### src/rtl/seq_loop_pkg.sv
// Shared types for the sequential-loop tracker: FSM state encoding and the
// post-loop successor bundle with its match helper.
package seq_loop_pkg;

  // Tracker FSM states.
  typedef enum logic [1:0] {
    StIdle   = 2'd0,
    StInLoop = 2'd1,
    StDone   = 2'd2
  } loop_state_e;

  localparam int unsigned NUM_POST_STATES = 5;

  // Post states are carried zero-extended to a fixed width so the bundle type
  // does not depend on the tracker's FSM_WIDTH (supports FSM_WIDTH up to 16).
  localparam int unsigned POST_STATE_W = 16;

  typedef struct packed {
    logic [NUM_POST_STATES-1:0]                   valid;
    logic [NUM_POST_STATES-1:0][POST_STATE_W-1:0] state;
  } post_bundle_t;

  // True when cur matches any qualified post-loop successor.
  function automatic logic post_hit(input post_bundle_t b,
                                    input logic [POST_STATE_W-1:0] cur);
    logic hit;
    hit = 1'b0;
    for (int i = 0; i < int'(NUM_POST_STATES); i++) begin
      hit = hit | (b.valid[i] & (b.state[i] == cur));
    end
    return hit;
  endfunction

endpackage

### src/rtl/seq_loop_stall_wdog.sv
// Stall watchdog: counts consecutive cycles with an unchanged observed state
// and raises a sticky flag once the limit is reached.
module seq_loop_stall_wdog import seq_loop_pkg::*; #(
  parameter int unsigned FSM_WIDTH   = 2,
  parameter int unsigned STALL_LIMIT = 1024
) (
  input  logic                 i_clock,
  input  logic                 i_reset,
  input  logic [FSM_WIDTH-1:0] i_cur_state,
  input  logic [FSM_WIDTH-1:0] i_prev_state,
  input  loop_state_e          i_fsm_state,
  input  logic                 i_one_state_loop,
  output logic                 o_stall
);

  localparam int unsigned CntW = (STALL_LIMIT > 2) ? $clog2(STALL_LIMIT) : 1;
  localparam logic [CntW-1:0] CntMax = CntW'(STALL_LIMIT - 1);

  logic [CntW-1:0] r_cnt;
  logic [CntW-1:0] w_cnt_next;
  logic            r_stall;
  logic            w_count_en;

  // A one-state loop legitimately sits in one state, and DONE is terminal.
  assign w_count_en = (i_cur_state == i_prev_state) && (i_fsm_state != StDone) &&
                      !(i_one_state_loop && (i_fsm_state == StInLoop));

  // Next count: clear on change or suppression, saturate at the limit.
  always_comb begin
    w_cnt_next = r_cnt;
    if (!w_count_en) begin
      w_cnt_next = '0;
    end else if (r_cnt != CntMax) begin
      w_cnt_next = r_cnt + CntW'(1);
    end
  end

  // Counter and sticky stall flag.
  always_ff @(posedge i_clock or negedge i_reset) begin
    if (!i_reset) begin
      r_cnt   <= '0;
      r_stall <= 1'b0;
    end else begin
      r_cnt   <= w_cnt_next;
      r_stall <= r_stall | (w_count_en && (w_cnt_next == CntMax));
    end
  end

  assign o_stall = r_stall;

endmodule

### src/rtl/seq_loop_tracker.sv
// Sequential-loop tracker: turns observed FSM state transitions into loop
// event pulses, iteration/entry counters, a stall flag and exit-error flag.
module seq_loop_tracker #(
  parameter int unsigned FSM_WIDTH   = 2,
  parameter int unsigned CNT_WIDTH   = 32,
  parameter int unsigned STALL_LIMIT = 1024
) (
  input  logic                 i_clock,
  input  logic                 i_reset,
  input  logic [FSM_WIDTH-1:0] i_cur_state,
  input  logic                 i_pre_states_valid,
  input  logic [FSM_WIDTH-1:0] i_pre_loop_state0,
  input  logic [4:0]           i_post_states_valid,
  input  logic [FSM_WIDTH-1:0] i_post_loop_state0,
  input  logic [FSM_WIDTH-1:0] i_post_loop_state1,
  input  logic [FSM_WIDTH-1:0] i_post_loop_state2,
  input  logic [FSM_WIDTH-1:0] i_post_loop_state3,
  input  logic [FSM_WIDTH-1:0] i_post_loop_state4,
  input  logic                 i_quit_states_valid,
  input  logic [FSM_WIDTH-1:0] i_quit_loop_state0,
  input  logic [FSM_WIDTH-1:0] i_loop_quit_state,
  input  logic [FSM_WIDTH-1:0] i_iter_start_state,
  input  logic                 i_iter_end_states_valid,
  input  logic [FSM_WIDTH-1:0] i_iter_end_state0,
  input  logic                 i_one_state_loop,
  input  logic                 i_one_state_block,
  input  logic                 i_finish,
  output logic                 o_loop_enter,
  output logic                 o_iter_done,
  output logic                 o_loop_exit,
  output logic                 o_in_loop,
  output logic [CNT_WIDTH-1:0] o_iter_count,
  output logic [CNT_WIDTH-1:0] o_entry_count,
  output logic                 o_stall,
  output logic                 o_err_bad_exit,
  output logic                 o_done
);

  import seq_loop_pkg::*;

  loop_state_e            r_state;
  loop_state_e            w_state_next;
  logic [FSM_WIDTH-1:0]   r_prev_state;
  logic                   r_loop_enter;
  logic                   r_iter_done;
  logic                   r_loop_exit;
  logic                   r_in_loop;
  logic                   r_err_bad_exit;
  logic                   r_done;
  logic [CNT_WIDTH-1:0]   r_iter_count;
  logic [CNT_WIDTH-1:0]   r_entry_count;
  logic [CNT_WIDTH-1:0]   w_iter_count_next;
  logic [CNT_WIDTH-1:0]   w_entry_count_next;
  logic                   w_enter;
  logic                   w_iter;
  logic                   w_exit;
  logic                   w_bad_exit;
  logic                   w_stall;
  post_bundle_t           w_post;
  logic                   w_post_hit;
  logic                   w_at_start;
  logic                   w_enter_hit;
  logic                   w_iter_hit;
  logic                   w_exit_norm;
  logic                   w_exit_quit;
  logic                   w_unused_one_state_block;

  // Carried in the observation bundle; no tracker behaviour depends on it.
  assign w_unused_one_state_block = i_one_state_block;

  // Pack the post-loop successors into the shared bundle.
  always_comb begin
    w_post          = '0;
    w_post.valid    = i_post_states_valid;
    w_post.state[0] = POST_STATE_W'(i_post_loop_state0);
    w_post.state[1] = POST_STATE_W'(i_post_loop_state1);
    w_post.state[2] = POST_STATE_W'(i_post_loop_state2);
    w_post.state[3] = POST_STATE_W'(i_post_loop_state3);
    w_post.state[4] = POST_STATE_W'(i_post_loop_state4);
  end

  assign w_post_hit  = post_hit(w_post, POST_STATE_W'(i_cur_state));
  assign w_at_start  = (i_cur_state == i_iter_start_state);
  assign w_enter_hit = w_at_start &&
                       (!i_pre_states_valid || (r_prev_state == i_pre_loop_state0));
  assign w_iter_hit  = (i_iter_end_states_valid && (r_prev_state == i_iter_end_state0) &&
                        w_at_start) ||
                       (i_one_state_loop && (r_prev_state == i_iter_start_state) && w_at_start);
  assign w_exit_norm = (r_prev_state == i_loop_quit_state) && w_post_hit;
  assign w_exit_quit = i_quit_states_valid && (r_prev_state == i_quit_loop_state0) &&
                       w_post_hit;

  // Next-state and event decode; exit outranks iteration, which outranks error.
  always_comb begin
    w_state_next       = r_state;
    w_enter            = 1'b0;
    w_iter             = 1'b0;
    w_exit             = 1'b0;
    w_bad_exit         = 1'b0;
    w_iter_count_next  = r_iter_count;
    w_entry_count_next = r_entry_count;
    unique case (r_state)
      StIdle: begin
        if (w_enter_hit) begin
          w_enter            = 1'b1;
          w_state_next       = StInLoop;
          w_iter_count_next  = '0;
          w_entry_count_next = r_entry_count + CNT_WIDTH'(1);
        end
      end
      StInLoop: begin
        if (w_exit_norm || w_exit_quit) begin
          w_exit       = 1'b1;
          w_state_next = StIdle;
          // A normal exit closes out the final iteration; a quit does not.
          if (w_exit_norm) begin
            w_iter_count_next = r_iter_count + CNT_WIDTH'(1);
          end
        end else if (w_iter_hit) begin
          w_iter            = 1'b1;
          w_iter_count_next = r_iter_count + CNT_WIDTH'(1);
        end else if (w_post_hit) begin
          w_bad_exit   = 1'b1;
          w_state_next = StIdle;
        end
      end
      StDone: begin
      end
      default: begin
        w_state_next = StIdle;
      end
    endcase
    // finish overrides the transition but not this cycle's events.
    if (i_finish) begin
      w_state_next = StDone;
    end
  end

  // State, registered pulses, counters and sticky flags.
  always_ff @(posedge i_clock or negedge i_reset) begin
    if (!i_reset) begin
      r_state        <= StIdle;
      r_prev_state   <= '0;
      r_loop_enter   <= 1'b0;
      r_iter_done    <= 1'b0;
      r_loop_exit    <= 1'b0;
      r_in_loop      <= 1'b0;
      r_err_bad_exit <= 1'b0;
      r_done         <= 1'b0;
      r_iter_count   <= '0;
      r_entry_count  <= '0;
    end else begin
      r_state        <= w_state_next;
      r_prev_state   <= i_cur_state;
      r_loop_enter   <= w_enter;
      r_iter_done    <= w_iter;
      r_loop_exit    <= w_exit;
      r_in_loop      <= (w_state_next == StInLoop);
      r_err_bad_exit <= r_err_bad_exit | w_bad_exit;
      r_done         <= r_done | i_finish;
      r_iter_count   <= w_iter_count_next;
      r_entry_count  <= w_entry_count_next;
    end
  end

  seq_loop_stall_wdog #(
    .FSM_WIDTH   (FSM_WIDTH),
    .STALL_LIMIT (STALL_LIMIT)
  ) u_stall_wdog (
    .i_clock          (i_clock),
    .i_reset          (i_reset),
    .i_cur_state      (i_cur_state),
    .i_prev_state     (r_prev_state),
    .i_fsm_state      (r_state),
    .i_one_state_loop (i_one_state_loop),
    .o_stall          (w_stall)
  );

  assign o_loop_enter   = r_loop_enter;
  assign o_iter_done    = r_iter_done;
  assign o_loop_exit    = r_loop_exit;
  assign o_in_loop      = r_in_loop;
  assign o_iter_count   = r_iter_count;
  assign o_entry_count  = r_entry_count;
  assign o_stall        = w_stall;
  assign o_err_bad_exit = r_err_bad_exit;
  assign o_done         = r_done;

endmodule

### config.mk
export PLATFORM = sky130hd
export DESIGN_NAME = seq_loop_tracker
export DESIGN_NICKNAME = d
export VERILOG_FILES = /design/src/rtl/seq_loop_pkg.sv /design/src/rtl/seq_loop_stall_wdog.sv /design/src/rtl/seq_loop_tracker.sv
export SDC_FILE = /design/constraint.sdc
export NUM_CORES = 1
export LEC_CHECK = 0
export BUFFER_PORTS_ARGS = -buffer_cell sky130_fd_sc_hd__buf_2
export CAP_MARGIN = 20
export CORE_MARGIN = 1
export CORE_UTILIZATION = 40
export DETAILED_ROUTE_END_ITERATION = 6
export PLACE_DENSITY = 0.7
export REMOVE_ABC_BUFFERS = 1
export SLEW_MARGIN = 10
export SYNTH_ARGS = -nofsm -noshare
export SYNTH_HDL_FRONTEND = slang
export SYNTH_SLANG_ARGS = --single-unit
export TNS_END_PERCENT = 100
### constraint.sdc
create_clock -name i_clock -period 7 [get_ports i_clock]
set_input_delay 1.4 -clock i_clock [delete_from_list [all_inputs] [get_ports i_clock]]
set_output_delay 1.4 -clock i_clock [all_outputs]
set_load 0.02 [all_outputs]
======== Yosys cells after proc, flatten, opt, wreduce, memory -nomap -nowiden ========
Cells that the tools add are included.
storage, ports and cells
  flip-flop bits (word level) ............. 85
  bits of input ports ..................... 35
  output and inout bits ................... 71
  word-level logic and storage cells ...... 93
operators by class
  $add $sub $neg .......................... 3
  equal/unequal tests ..................... 21
  mux-type cells .......................... 24
  bitwise logic cells ..................... 12
  reductions and logical operators ........ 21
operators with widths
  operator                                                               count
  32-bit 2-to-1 mux                                                      4
  32-bit by 1-bit adder with 32-bit output, second input constant        2
  32-bit case mux with 2 select lines                                    1
  2-bit equality test                                                    12
  10-bit 2-to-1 mux                                                      2
  1-bit logical AND                                                      12
  1-bit 2-to-1 mux                                                       11
  10-bit by 1-bit adder with 10-bit output, second input constant        1
  10-bit equality test, second input constant                            1
  2-bit 2-to-1 mux                                                       5
  10-bit != test, second input constant                                  1
  1-bit OR                                                               7
  3-bit != test, second input constant                                   2
  2-bit case mux with 3 select lines                                     1
  1-bit bitwise AND                                                      5
  2-bit by 1-bit equality test with 1-bit output, second input constant  2
  2-bit != test, second input constant                                   2
  4-bit AND reduction                                                    1
  1-bit logical OR                                                       3
  2-bit equality test, second input constant                             1
  1-bit logical NOT                                                      2
  2-bit logical NOT                                                      1
  2-bit AND reduction                                                    1
  2-bit nonzero test                                                     1

======== Depth between registers and ports, before layout ========
  word-level depth ........................ 12
  gate-level depth with buffers ........... 10
  mapped depth without buffers ............ 8

======== Hierarchy ========
A second synthesis with hierarchy kept.
unflattened totals
  cell total of the unflattened synthesis .. 500
  area, all modules ....................... 4878.4 sq um
by module, submodules not included
  module               times used  cells each  area each (sq um)  seq. area each (sq um)
  seq_loop_tracker     1           426         4197.8             1851.8
  seq_loop_stall_wdog  1           74          680.7              275.3

======== Least setup slack after synthesis ========
No wires, ideal clock.
  kind .................................... input-to-reg
  from .................................... in i_cur_state[1]
  to ...................................... reg r_iter_count[27], in the netlist o_iter_count[27]
  setup time .............................. 0.078 ns
  arrival time ............................ 3.177 ns
  required time ........................... 6.922 ns
  path slack .............................. 3.745 ns
  cell stages on the path ................. 9
  path buffers ............................ 2
  cell sequence ........................... buf_6 xnor2_1 nand3_1 nand4_1 o2111a_1 a211o_1 buf_6 or4_1 a21oi_1
on the way
  word-level cells in the longest chain between the ends .. 10
  elaborated cells on any way between the ends .. 28
  classes of those cells .................. eq/ne: 9; mux: 2; bitwise: 9; reduce/logical: 8
ends and longest elaborated chain
  item                                                                                         line                                            RTL
  from (decl)                                                                                  seq_loop_tracker.sv:10                          input logic [FSM_WIDTH-1:0] i_cur_state,
  2-bit equality test                                                                          seq_loop_pkg.sv:29                              hit = hit | (b.valid[i] & (b.state[i] == cur));
  1-bit bitwise AND                                                                            seq_loop_pkg.sv:29
  1-bit OR (4 in series)                                                                       seq_loop_pkg.sv:29
  1-bit logical AND, on equally long branches                                                  seq_loop_tracker.sv:89, seq_loop_tracker.sv:90
  1-bit logical OR                                                                             seq_loop_tracker.sv:112                         if (w_exit_norm || w_exit_quit) begin
  3-bit != test (no line) / 32-bit 2-to-1 mux (equally long branches)                          n/a
  4-bit AND reduction (no line) / 32-bit case mux with 2 select lines (equally long branches)  n/a
  to (signal assigned)                                                                         seq_loop_tracker.sv:161                         r_iter_count <= w_iter_count_next;
  to (decl)                                                                                    seq_loop_tracker.sv:50                          logic [CNT_WIDTH-1:0] r_iter_count;
Parallel ways exist; a longest one is shown, timed or not.
A chain may end at the register's enable or synchronous reset.

======== Final worst setup path ========
Ends and elaborated chain as after synthesis.

==> PnR_summary.wiki <==
{| class="wikitable"
! Metric !! Value
|-
| Launching element of the worst setup path || i_cur_state[1]
|-
| Worst skew pair latency || about 370 ps
|-
| Predominant post-synthesis flop cell || dfrtp_1
|-
| # H-tree levels || 3
|-
| Antenna Cells || 0
|-
| RSZ-0062 raised after global routing || false
|-
| Die Area || 11,500 µm²
|-
| Number of global-route vias before repair || around 3,500
|-
| Setup Fix Bufs, Post-CTS || 0
|-
| Average wire length per cell after detail routing || roughly 15 µm
|-
| Post-route fraction of the period consumed by the critical path || a little over half
|-
| Tot GR Track Use || a little under a fifth
|-
| Worst vdd ir || 0.120 mV
|-
| Switching component of the power || around 0.00022 W
|-
| Number of standard-cell rows in the floorplan || 38
|-
| Int Pwr || approximately 0.00077 W
|-
| Static Leak || 2.50 nW
|-
| DPL Wire Length || 7310 µm
|-
| Fraction of post-synthesis cell area in the top cell type by area || between 40% and 50%
|-
| Via count || roughly 3,700
|-
| Hold slack final || between 400 and 500 ps
|-
| X dimension of the die || 107 µm
|-
| Post-layout minimum cycle time || 3760 ps
|-
| Register share of total power || 50.6%
|-
| Filler-free cell count of the finished design || roughly 690
|-
| Die Ht || roughly 110 µm
|-
| Synthesis-to-finish area growth || 19.4%
|-
| Number of buffer cells added on primary ports || about 100
|-
| Count of state elements after synthesis || 85
|-
| Synth async-reset ratio || 100%
|-
| # clock sinks || 85
|-
| Cells after DPL || 677
|-
| Endpoint class of the critical path || flip-flop
|-
| Number of nets with antenna violations after detailed routing || 0
|-
| Top cell type by total area after synthesis || dfrtp_1
|-
| First-pass GRT wire length || between 15,000 and 20,000 µm
|-
| Number of enable-type register cells in the synthesized netlist || 0
|-
| Number of antenna violations at the first check in global routing || 0
|-
| Number of nets in the layout || ~590
|-
| Layout cells sized above 1 || a little under a quarter
|-
| First drt pass iteration count || 6
|-
| Max Fclk || approximately 270 MHz
|-
| Pin count of the biggest net entering global routing || 59
|-
| Effective utilization at floorplan || around 41%
|-
| Resize count post-CTS || 0
|-
| Maxcap violations || 0
|-
| Via density per instance || ~5.4
|-
| Final Hold Viols || 0
|-
| Final worst clock skew || ~7.9 ps
|-
| Crit path kind || input port to flip-flop
|-
| Part of the Yosys area used for sequential elements || approximately half
|-
| Number of cells on the worst reg-to-reg path || 7
|-
| Data arrival time of the critical path || a little over 4000 ps
|-
| Overflow after GRT || 0
|-
| Number of clock buffers inserted by TritonCTS || 9
|-
| Number of remaining DRC errors || 0
|-
| Clock tree from TritonCTS || built
|-
| Max Root-Sink Buffers || 2
|-
| Power density cells || roughly 190 nW/µm²
|-
| Filler cell count in the final layout || roughly 1,000
|-
| Clk root buf || clkbuf_8
|-
| Worst hold stages || 1
|-
| WP data required || between 7000 and 8000 ps
|-
| CTS Hold Bufs || 0
|-
| Combinational share of power || between 6 and 7%
|-
| Critical path startpoint category || input port
|-
| Netlist Area Pre-Place || roughly 4400 µm²
|-
| Slew at the pin closest to its max-slew limit || 1050 ps
|-
| Type of the worst min-delay path || flip-flop to flip-flop
|-
| Headroom to the max-slew limit || 30.0%
|-
| Setup_tns || 0 ps
|-
| Global placer's final weighted congestion || 0.798
|-
| Core Area || between 10,000 and 15,000 µm²
|-
| Netlist cell types || roughly 50
|-
| Yosys warnings || 0
|-
| Clock network fraction of total power || ~43%
|-
| Count of pins over their slew limit || 0
|-
| Routed Wire Length || roughly 10,000 µm
|-
| Sw Share || between 20% and 30%
|-
| Total design power || 0.000986 W
|-
| Syn Area/Cell || 9.81 µm²
|-
| Number of top-level pins || between 100 and 150
|-
| Largest fanout on the critical path || 42
|-
| Run status || complete, no violations
|-
| Clk slew on worst S/H paths || 80 ps
|-
| Drt first-iter violations || about 190
|-
| R2R Path Start || r_prev_state[0]
|-
| Top cells by area in the synthesized netlist || dfrtp_1, xnor2_1, nand2_1
|-
| Cells after synthesis || roughly 450
|-
| Hold_sp || o_err_bad_exit
|-
| Total of endpoints with negative setup slack in the final report || 0
|}
==> stage by stage <==
step | utilization (%) | worst slack (ps) | area (µm²)
4_1_cts | 48.9 | 3060 | 5270
3_5_place_dp | 46.6 | 2660 | 5030
6_report | 48.9 | 3240 | 5280
3_3_place_gp | 46.6 | 2780 | 5030
5_1_grt | 48.9 | 3080 | 5280
2_1_floorplan | - | 3510 | 4330
==> Yosys cell counts, types with 2 or more instances <==
master / number
a2111oi_0: 4
clkbuf_1: 12
buf_2: 2
buf_1: 2
o21ai_0: 14
nand3_1: 23
nand2_1: 45
ha_1: 3
nand4_1: 14
nor3_1: 10
xor2_1: 16
or2_2: 4
xnor2_1: 54
or4_1: 11
dfrtp_1: 85
nor2b_1: 2
inv_1: 6
nor3b_1: 3
or3_1: 10
a21oi_1: 22
nand2b_1: 2
and4_1: 8
and3_1: 15
nor2_1: 38
buf_6: 3
a211oi_1: 4
and2_1: 2
a2111oi_2: 4
o31ai_1: 10
a21o_1: 2
==> final cells by class <==
| class | count | area, µm² | share of cell area [%] |
|---|---|---|---|
| Clock inverter | 4 | 95.1 | 1.80 |
| Multi-Input combinational cell | 340 | 2170 | 41.2 |
| Sequential cell | 85 | 2130 | 40.3 |
| Clock buffer | 12 | 145 | 2.75 |
| Inverter | 7 | 26.3 | 0.498 |
| Timing Repair Buffer | 106 | 538 | 10.2 |
| Tap cell | 140 | 175 | 3.32 |
==> state kept, by name (all words and copies together) (netlist names) <==
| signal | flops |
|---|---|
| o_entry_count | 32 |
| o_iter_count | 32 |
| u_stall_wdog.r_cnt | 10 |
| r_prev_state | 2 |
| r_state | 2 |
| o_done | 1 |
| o_err_bad_exit | 1 |
| o_in_loop | 1 |
| o_iter_done | 1 |
| o_loop_enter | 1 |
| o_loop_exit | 1 |
| u_stall_wdog.o_stall | 1 |
==> power by group through the flow <==
stage | registers, W | logic (W) | clock network (W)
2_1_floorplan | 0.000514 | 0.0000249 | 0
4_1_cts | 0.000500 | 0.0000615 | 0.000435
3_3_place_gp | 0.000509 | 0.0000602 | 0
3_5_place_dp | 0.000510 | 0.0000614 | 0
6_report | 0.000499 | 0.0000615 | 0.000425
5_1_grt | 0.000500 | 0.0000685 | 0.000453
==> cells in the final DEF, fill, tap and decap left out, drive strengths merged, types with 14 or more instances in the layout <==
master  instances
buf           106
dfrtp          85
xnor2          54
nand2          45
nor2           38
nand3          23
a21oi          22
xor2           16
and3           15
o21ai          15
nand4          14
==> logic make-up (layout without fill, tap and decap cells) <==
family          after synthesis  count (layout)  share of synthesized area (%)
buf+inv                      26             129                           2.77
xor+xnor                     70              70                           13.9
flops                        85              85                           48.1
simple gates                192             192                           22.5
fa+ha+maj                     3               3                          0.849
compound gates               75              75                           11.9
==> worst paths after layout <==
check / endpoint / slack, ps
min in group asynchronous: o_iter_count[23] / 940
worst max register to register: o_iter_count[27] / 3960
worst min-delay path: o_err_bad_exit / 470
max in group asynchronous: o_entry_count[7] / 4990
worst min register to register: o_err_bad_exit / 470
worst max-delay path: o_iter_count[27] / 3240
==> routing by layer <==
metal,global-route usage [%],part of all wire [%],vias to the layer above
li1,-,-,1808
met1,25.2,46,1782
met2,28.9,46,114
met3,3.95,5.0,22
met4,8.71,3.0,0
met5,0,0,-
==> critical path, cell delays in order <==
cell	delay, ps
buf_2	180
xnor2_1	150
nand3_1	90
nand4_1	140
o2111a_1	470
a211o_1	750
or4_1	640
a21oi_1	200
Power figures use the tool's default switching activity.
